--- config.mk ---
export PLATFORM = sky130hd
export DESIGN_NAME = accum_channel_bank
export DESIGN_NICKNAME = d
export VERILOG_FILES = /design/src/rtl/accum_pkg.sv /design/src/rtl/addsub_flags.sv /design/src/rtl/accum_channel_bank.sv
export SDC_FILE = /design/constraint.sdc
export NUM_CORES = 1
export LEC_CHECK = 0
export ABC_AREA = 1
export BUFFER_PORTS_ARGS = -buffer_cell sky130_fd_sc_hd__buf_2
export CORE_MARGIN = 5
export CORE_UTILIZATION = 35
export CTS_CLUSTER_SIZE = 10
export DETAILED_ROUTE_END_ITERATION = 16
export GPL_TIMING_DRIVEN = 0
export SLEW_MARGIN = 0
export SYNTH_ARGS = -nofsm -noshare
export SYNTH_HDL_FRONTEND = slang
export SYNTH_HIERARCHICAL = 1
export SYNTH_SLANG_ARGS = --single-unit
--- constraint.sdc ---
create_clock -name clk -period 3.3 [get_ports clk]
set_clock_uncertainty 0.2 [all_clocks]
set_input_delay 0.495 -clock clk [delete_from_list [all_inputs] [get_ports clk]]
set_output_delay 0.495 -clock clk [all_outputs]
set_load 0.01 [all_outputs]
--- src/rtl/accum_pkg.sv ---
// Shared definitions for the multi-channel accumulator: operation encoding.
package accum_pkg;

    typedef logic [1:0] op_t;

    localparam op_t OP_ADD   = 2'b00;
    localparam op_t OP_SUB   = 2'b01;
    localparam op_t OP_LOAD  = 2'b10;
    localparam op_t OP_CLEAR = 2'b11;

endpackage

--- src/rtl/addsub_flags.sv ---
// Combinational N-bit adder/subtractor with unsigned carry (no-borrow on SUB)
// and signed overflow.
module addsub_flags #(
    parameter int N = 8
) (
    input  logic [N-1:0] a,
    input  logic [N-1:0] b,
    input  logic         sub,
    output logic [N-1:0] r,
    output logic         carry,
    output logic         overflow
);

    logic [N-1:0] b_eff;
    logic [N:0]   sum;

    always_comb begin
        b_eff    = sub ? ~b : b;
        sum      = {1'b0, a} + {1'b0, b_eff} + {{N{1'b0}}, sub};
        r        = sum[N-1:0];
        carry    = sum[N];
        // Overflow: both effective operand signs agree but the result sign differs.
        overflow = (a[N-1] == b_eff[N-1]) && (r[N-1] != a[N-1]);
    end

endmodule

--- src/rtl/accum_channel_bank.sv ---
// CH-channel N-bit accumulator bank, two-stage pipeline with same-channel
// forwarding, optional signed saturation and per-channel sticky overflow.
module accum_channel_bank
    import accum_pkg::*;
#(
    parameter int N  = 8,
    parameter int CH = 4,
    parameter int CW = (CH > 1) ? $clog2(CH) : 1
) (
    input  logic          clk,
    input  logic          reset,
    input  logic          in_valid,
    input  logic [CW-1:0] in_ch,
    input  logic [1:0]    in_op,
    input  logic [N-1:0]  in_data,
    input  logic          sat_en,
    input  logic          flag_clr,
    output logic          out_valid,
    output logic [CW-1:0] out_ch,
    output logic [N-1:0]  out_sum,
    output logic          out_carry,
    output logic          out_overflow,
    output logic [CH-1:0] sticky_ovf
);

    logic [N-1:0]  bank_q [CH];
    logic [N-1:0]  bank_d [CH];

    logic          s1_valid_q, s1_valid_d;
    op_t           s1_op_q, s1_op_d;
    logic [CW-1:0] s1_ch_q, s1_ch_d;
    logic [N-1:0]  s1_data_q, s1_data_d;
    logic          s1_sat_q, s1_sat_d;
    logic [N-1:0]  s1_acc_q, s1_acc_d;

    logic          out_valid_q, out_valid_d;
    logic [CW-1:0] out_ch_q, out_ch_d;
    logic [N-1:0]  out_sum_q, out_sum_d;
    logic          out_carry_q, out_carry_d;
    logic          out_ovf_q, out_ovf_d;
    logic [CH-1:0] sticky_q, sticky_d;

    logic [N-1:0]  as_r;
    logic          as_carry, as_ovf;
    logic [N-1:0]  res;
    logic          res_carry, res_ovf;
    logic          ch_ok;

    addsub_flags #(.N(N)) u_addsub (
        .a        (s1_acc_q),
        .b        (s1_data_q),
        .sub      (s1_op_q == OP_SUB),
        .r        (as_r),
        .carry    (as_carry),
        .overflow (as_ovf)
    );

    // Stage 2 result; flags report the raw arithmetic even when saturated.
    always_comb begin
        res       = '0;
        res_carry = 1'b0;
        res_ovf   = 1'b0;
        case (s1_op_q)
            OP_ADD, OP_SUB: begin
                res       = as_r;
                res_carry = as_carry;
                res_ovf   = as_ovf;
                if (s1_sat_q && as_ovf) begin
                    res = s1_acc_q[N-1] ? {1'b1, {(N-1){1'b0}}} : {1'b0, {(N-1){1'b1}}};
                end
            end
            OP_LOAD: res = s1_data_q;
            default: res = '0;
        endcase
    end

    // Stage 1 capture; the operand read takes the stage-2 result when it targets the same channel.
    always_comb begin
        ch_ok    = 1'b0;
        s1_acc_d = '0;
        for (int i = 0; i < CH; i++) begin
            if (in_ch == CW'(i)) begin
                ch_ok    = 1'b1;
                s1_acc_d = bank_q[i];
            end
        end
        if (s1_valid_q && (s1_ch_q == in_ch)) begin
            s1_acc_d = res;
        end
        s1_valid_d = in_valid && ch_ok;
        s1_op_d    = in_op;
        s1_ch_d    = in_ch;
        s1_data_d  = in_data;
        s1_sat_d   = sat_en;
    end

    always_comb begin
        bank_d      = bank_q;
        sticky_d    = flag_clr ? '0 : sticky_q;
        out_valid_d = s1_valid_q;
        out_ch_d    = out_ch_q;
        out_sum_d   = out_sum_q;
        out_carry_d = out_carry_q;
        out_ovf_d   = out_ovf_q;
        if (s1_valid_q) begin
            out_ch_d    = s1_ch_q;
            out_sum_d   = res;
            out_carry_d = res_carry;
            out_ovf_d   = res_ovf;
            for (int i = 0; i < CH; i++) begin
                if (s1_ch_q == CW'(i)) begin
                    bank_d[i] = res;
                    if (s1_op_q == OP_CLEAR) begin
                        sticky_d[i] = 1'b0;
                    end
                    // Setting after the clears makes a simultaneous set win.
                    if (res_ovf) begin
                        sticky_d[i] = 1'b1;
                    end
                end
            end
        end
    end

    always_ff @(posedge clk) begin
        if (reset) begin
            bank_q      <= '{default: '0};
            s1_valid_q  <= 1'b0;
            s1_op_q     <= OP_ADD;
            s1_ch_q     <= '0;
            s1_data_q   <= '0;
            s1_sat_q    <= 1'b0;
            s1_acc_q    <= '0;
            out_valid_q <= 1'b0;
            out_ch_q    <= '0;
            out_sum_q   <= '0;
            out_carry_q <= 1'b0;
            out_ovf_q   <= 1'b0;
            sticky_q    <= '0;
        end else begin
            bank_q      <= bank_d;
            s1_valid_q  <= s1_valid_d;
            s1_op_q     <= s1_op_d;
            s1_ch_q     <= s1_ch_d;
            s1_data_q   <= s1_data_d;
            s1_sat_q    <= s1_sat_d;
            s1_acc_q    <= s1_acc_d;
            out_valid_q <= out_valid_d;
            out_ch_q    <= out_ch_d;
            out_sum_q   <= out_sum_d;
            out_carry_q <= out_carry_d;
            out_ovf_q   <= out_ovf_d;
            sticky_q    <= sticky_d;
        end
    end

    assign out_valid    = out_valid_q;
    assign out_ch       = out_ch_q;
    assign out_sum      = out_sum_q;
    assign out_carry    = out_carry_q;
    assign out_overflow = out_ovf_q;
    assign sticky_ovf   = sticky_q;

endmodule

==> Word-level counts from Yosys, hierarchy flattened <==
Cells that the tools add are included.
{ "classes": {"add_sub_neg": 2, "eq_ne": 12, "mux": 29, "bitwise_logic": 1, "n_reduce_logical": 12} }
{ "op_table": {"columns": ["cell", "n"], "rows": [
  ["two-way mux 8 bit", 8],
  ["two-way mux 1 bit", 18],
  ["case mux 8 bit (2 select lines)", 1],
  ["equality test 2 bit, second input constant", 6],
  ["adder 8 x 8 -> 9 bit", 1],
  ["adder 9 x 1 -> 9 bit", 1],
  ["two-way mux 4 bit", 2],
  ["NOT 8 bit", 1],
  ["AND reduction 2 bit", 4],
  ["equality test 2 x 1 -> 1 bit, second input constant", 3],
  ["logical NOT 2 bit", 3],
  ["logical AND 1 bit", 4],
  ["equality test 2 bit", 1],
  ["OR reduction 2 bit", 1],
  ["equality test 1 bit", 1],
  ["!= test 1 bit", 1]
]} }
{ "totals": {"ff_bits": 71, "inputBits": 17, "wordCells": 72} }

==> Logic depth before layout (Yosys ltp) <==
{ "depth": {"depth_word": 10, "mapped_depth": 22, "mapped_depth_nobuf": 21} }

==> Hierarchy <==
The synthesis kept the hierarchy.
{ "by_module_without_submodules": {"columns": ["module", "instances", "cells_per_inst", "area_each_um2", "seq_area_each_um2"], "rows": [
  ["accum_channel_bank", 1, 477, 3125.5, 1421.4],
  ["addsub_flags", 1, 70, 513.0, 0.0]
]} }

==> Worst setup path after synthesis <==
OpenSTA, ideal clock, no wires.
{ "synth_path": {"kind": "register -> register", "from": "register s1_op_q[0]", "to": "register bank_q[27] in the netlist's numbering", "arrival_ns": 2.297, "required_time_ns": 2.985, "path_slack_ns": 0.687, "path_stages_with_launch": 23, "synth_period_minus_slack_ns": 2.613, "path_cell_list": "dfxtp_1 > inv_1 > nor2_1 > buf_6 > xnor2_1 > inv_1 > ha_1 > nand2_1 > inv_1 > nand2_4 > nand2_4 > nand2_4 > nand2_4 > nand2_2 > nand2_2 > nor2_2 > nand2_1 > nand2_1 > nand2_1 > nand2_1 > nand2_1 > o21ai_0 > inv_1"} }
{ "synth_via": {"elab_chain_cells": 9} }
{ "synth_rtl": {"columns": ["element", "line_no", "text"], "rows": [
  ["start, declared", "accum_channel_bank.sv:30", "op_t s1_op_q, s1_op_d;"],
  ["start signal, assigned", "accum_channel_bank.sv:143", "s1_op_q <= s1_op_d;"],
  ["equality test 2 x 1 -> 1 bit *", "accum_channel_bank.sv:52", ".sub (s1_op_q == OP_SUB),"],
  ["two-way mux 8 bit", "addsub_flags.sv:18", "b_eff = sub ? ~b : b;"],
  ["adder 8 x 8 -> 9 bit", "addsub_flags.sv:19", "sum = {1'b0, a} + {1'b0, b_eff} + {{N{1'b0}}, sub};"],
  ["adder 9 x 1 -> 9 bit", "addsub_flags.sv:19", null],
  ["!= test 1 bit", "addsub_flags.sv:23", "overflow = (a[N-1] == b_eff[N-1]) && (r[N-1] != a[N-1]);"],
  ["logical AND 1 bit *", "addsub_flags.sv:23", null],
  ["net as_ovf", "accum_channel_bank.sv:44", "logic as_carry, as_ovf;"],
  ["logical AND 1 bit *", "accum_channel_bank.sv:68", "if (s1_sat_q && as_ovf) begin"],
  ["two-way mux 8 bit *", "accum_channel_bank.sv:68", null],
  ["case mux 8 bit (2 select lines) *", "accum_channel_bank.sv:63", "case (s1_op_q)"],
  ["end signal, assigned", "accum_channel_bank.sv:141", "bank_q <= bank_d;"],
  ["end, declared", "accum_channel_bank.sv:26", "logic [N-1:0] bank_q [CH];"]
]} }
Mark *: on every way through the listed nets, which the timed path passes. The rest lies on a longest branch.
A chain may end at the register's enable or synchronous reset.

==> Worst setup path in the final report <==
{ "layout_path": {"from": "register s1_op_q[0]", "to": "register bank_q[23] in the netlist's numbering"} }
The elaborated chain is that of the path after synthesis.

==> metrics.txt <==
CTS tree=built; P&R area growth vs syn=16.3%; switching pwr=561 µW; total die area=12500 µm²; Syn Std Cell Area=3640 µm²; commonest non-fill, non-tap cells in the layout=nand2_1 (130), nor2_1 (101), inv_1 (77); Final period util=90.7%; Gate power share=14.4%; CP max FO=8; initial antenna violation count=0; Util after Layout=41.4%; Gate Count Post-Synth=547; Initial Util=35.6%; routed length per instance=12.7 µm; commonest non-fill, non-tap cell in the layout=nand2_1; critical path launch point type=register; Fmax=334 MHz; Internal Power=1540 µW; Die Y=112 µm; Clk pwr share=42.1%; crit-path cells=inv_1, nor2_1, buf_6, xnor2_1, inv_1, ha_1, nand2_1, inv_1, nand2_4, nand2_4, nand2_4, nand2_4, nand2_2, nand2_2, nor2_2, nand3_2, nand3_1, nand2_1, o21ai_0, inv_1; fraction of layout cells with a size suffix above 1=15.2%; clk sinks=71; Setup TNS Final=0 ns; Power Dens Cells=496 nW/µm²; CP max stage delay=0.39 ns; WP data arrival=3.04 ns; clk slew on worst S/H paths=0.08 ns; Distinct cells, synth=27; fin cells=730; Layout Nets=614; CP Capture Type=register; Hold Worst Slack=0.143 ns; RePlAce Congestion=0.841; grt ovf=0; pre-CTS setup slack=0.216 ns; largest net degree at the start of global routing=13; register area=1420 µm²; wirelength, routed=9.25 mm; max_cap viols=0; Detailed Place HPWL=7.08 mm; syn nets=572; Slowest-stage cell, CP=dfxtp_1; Post-CTS Hold Fix Bufs=0; final hold vios=0; DRT iter0 DRCs=100; kind of critical path=register to register; Total Routing Usage GR=15.6%; Tmin final=2.99 ns; n_diodes=0; post-synthesis register bit count=71; Ports=34; RSZ-0062 raised after global routing=true; Final WS setup=0.307 ns; Reg power frac=43.5%; area taken by multi-input logic gates=1810 µm²; first-pass GRT wire length=15.9 mm; status=completed; DR vias=3351; H-tree depth=3; Antenna Nets Post-Route=0; Ys Warns=6; CORE AREA=10200 µm²; root buffer cell=clkbuf_8; Port Buffers=31; syn avg cell area=6.65 µm²; worst slew pin tran=0.691 ns; DRC viols=0; # setup viols final=0; Inst Count DP=714; register area share after synthesis=39.1%; Sw Ratio=26.7%; die width=112 µm; HP Class=input port to register; Clock Latency Late Sink=0.35 ns; Lkg Pwr=0.00229 µW; Worst Path Required=3.35 ns; number of global-route vias before repair=3399; Final Max Slew Viols=0; Initial DRT Pass Iterations=5; TritonCTS buffer count=9; mean number of vias per cell=4.59; VDD IR max=0.242 mV; Slew HR=53.9%; fill count=1069; # rows=37; clock buffer depth=2
## synth_stat cells
cell type / instances / area share [%]
o21ai_0: 17 / 2.3
nand2_1: 133 / 14
buf_2: 6 / 0.83
a21oi_1: 10 / 1.4
o21ai_2: 1 / 0.24
xnor2_1: 2 / 0.48
nor2_1: 101 / 10
a21oi_2: 1 / 0.24
inv_2: 6 / 0.62
ha_1: 7 / 2.4
nand4_1: 9 / 1.5
nor3_1: 2 / 0.28
o21a_1: 7 / 1.4
inv_1: 77 / 7.9
nand2_2: 4 / 0.69
nor2_2: 8 / 1.4
xor2_1: 11 / 2.6
buf_6: 2 / 0.62
xor2_2: 1 / 0.45
o21bai_1: 1 / 0.21
fa_1: 1 / 0.55
nand2_4: 6 / 1.9
buf_1: 1 / 0.10
buf_4: 4 / 0.83
nand3_1: 51 / 7.0
dfxtp_1: 71 / 39
clkbuf_1: 7 / 0.72
## logic make-up (layout without fill, tap and decap cells)
kind of cell	after synthesis	in the layout	synth area share, %
adder cells (fa/ha/maj)	8	8	2.96
AO/OA/AOI/OAI	37	37	5.85
flip-flops	71	71	39.1
AND/OR/NAND/NOR	314	314	36.9
XOR/XNOR	14	14	3.58
buffers and inverters	103	150	11.7
## power groups by stage
stage	logic, µW	registers [µW]	clock network, µW
global route	347	918	943
CTS	301	913	902
finish	302	913	885
floorplan	214	933	0
detailed placement	299	933	0
global placement	291	933	0
## repair_timing
item	4_1_cts	5_1_grt
gates resized for setup	0	6
endpoints found under the hold margin	0	0
setup endpoints to repair	0	43
buffers inserted	0	0
## registers in the layout, indices dropped and copies added (netlist names), 2 cells and up
register / cells
bank_q: 32
out_sum: 8
s1_acc_q: 8
s1_data_q: 8
sticky_ovf: 4
out_ch: 2
s1_ch_q: 2
s1_op_q: 2
## stage by stage
| step | total power, µW | instance area, µm² |
|---|---|---|
| 2_1_floorplan | 1150 | 3640 |
| 3_3_place_gp | 1220 | 3960 |
| 3_5_place_dp | 1230 | 3960 |
| 4_1_cts | 2120 | 4220 |
| 5_1_grt | 2210 | 4230 |
| 6_report | 2100 | 4230 |
## per-layer routing
metal  GRT usage [%]  vias to the layer above  wire, µm
met5               0                        -         0
met4            5.93                        0       165
met3            3.86                       14       387
met2            26.1                       63      4460
met1            19.4                     1526      4230
li1                -                     1748         -
## final timing paths
path / startpoint / endpoint / slack [ns] / cells after the start
setup / recovery: s1_op_q[0]$_SDFF_PP0_ / bank_q[23]$_SDFFE_PP0P_ / 0.31 / 20
hold / removal: in_data[3] / s1_data_q[3]$_SDFF_PP0_ / 0.14 / 3
setup reg to reg: s1_op_q[0]$_SDFF_PP0_ / bank_q[23]$_SDFFE_PP0P_ / 0.31 / 20
hold reg to reg: out_ch[1]$_SDFFE_PP0P_ / out_ch[1]$_SDFFE_PP0P_ / 0.27 / 2
## critical path, delay by kind of cell (launching register included)
kind / cells / cell delay, ns
fa+ha+maj: 1 / 0.28
simple gates: 12 / 1.17
xor+xnor: 1 / 0.20
flops: 1 / 0.39
buf+inv: 5 / 0.43
compound gates: 1 / 0.21
## area by class of cell
| type | count | area share, % |
|---|---|---|
| Multi-Input combinational cell | 373 | 42.7 |
| Sequential cell | 71 | 33.6 |
| Inverter | 83 | 7.36 |
| Tap cell | 136 | 4.02 |
| Timing Repair Buffer | 31 | 3.67 |
| Clock buffer | 11 | 3.58 |
| Buffer | 20 | 2.66 |
| Clock inverter | 5 | 2.45 |
No activity file was read; power rests on OpenSTA's default activity.
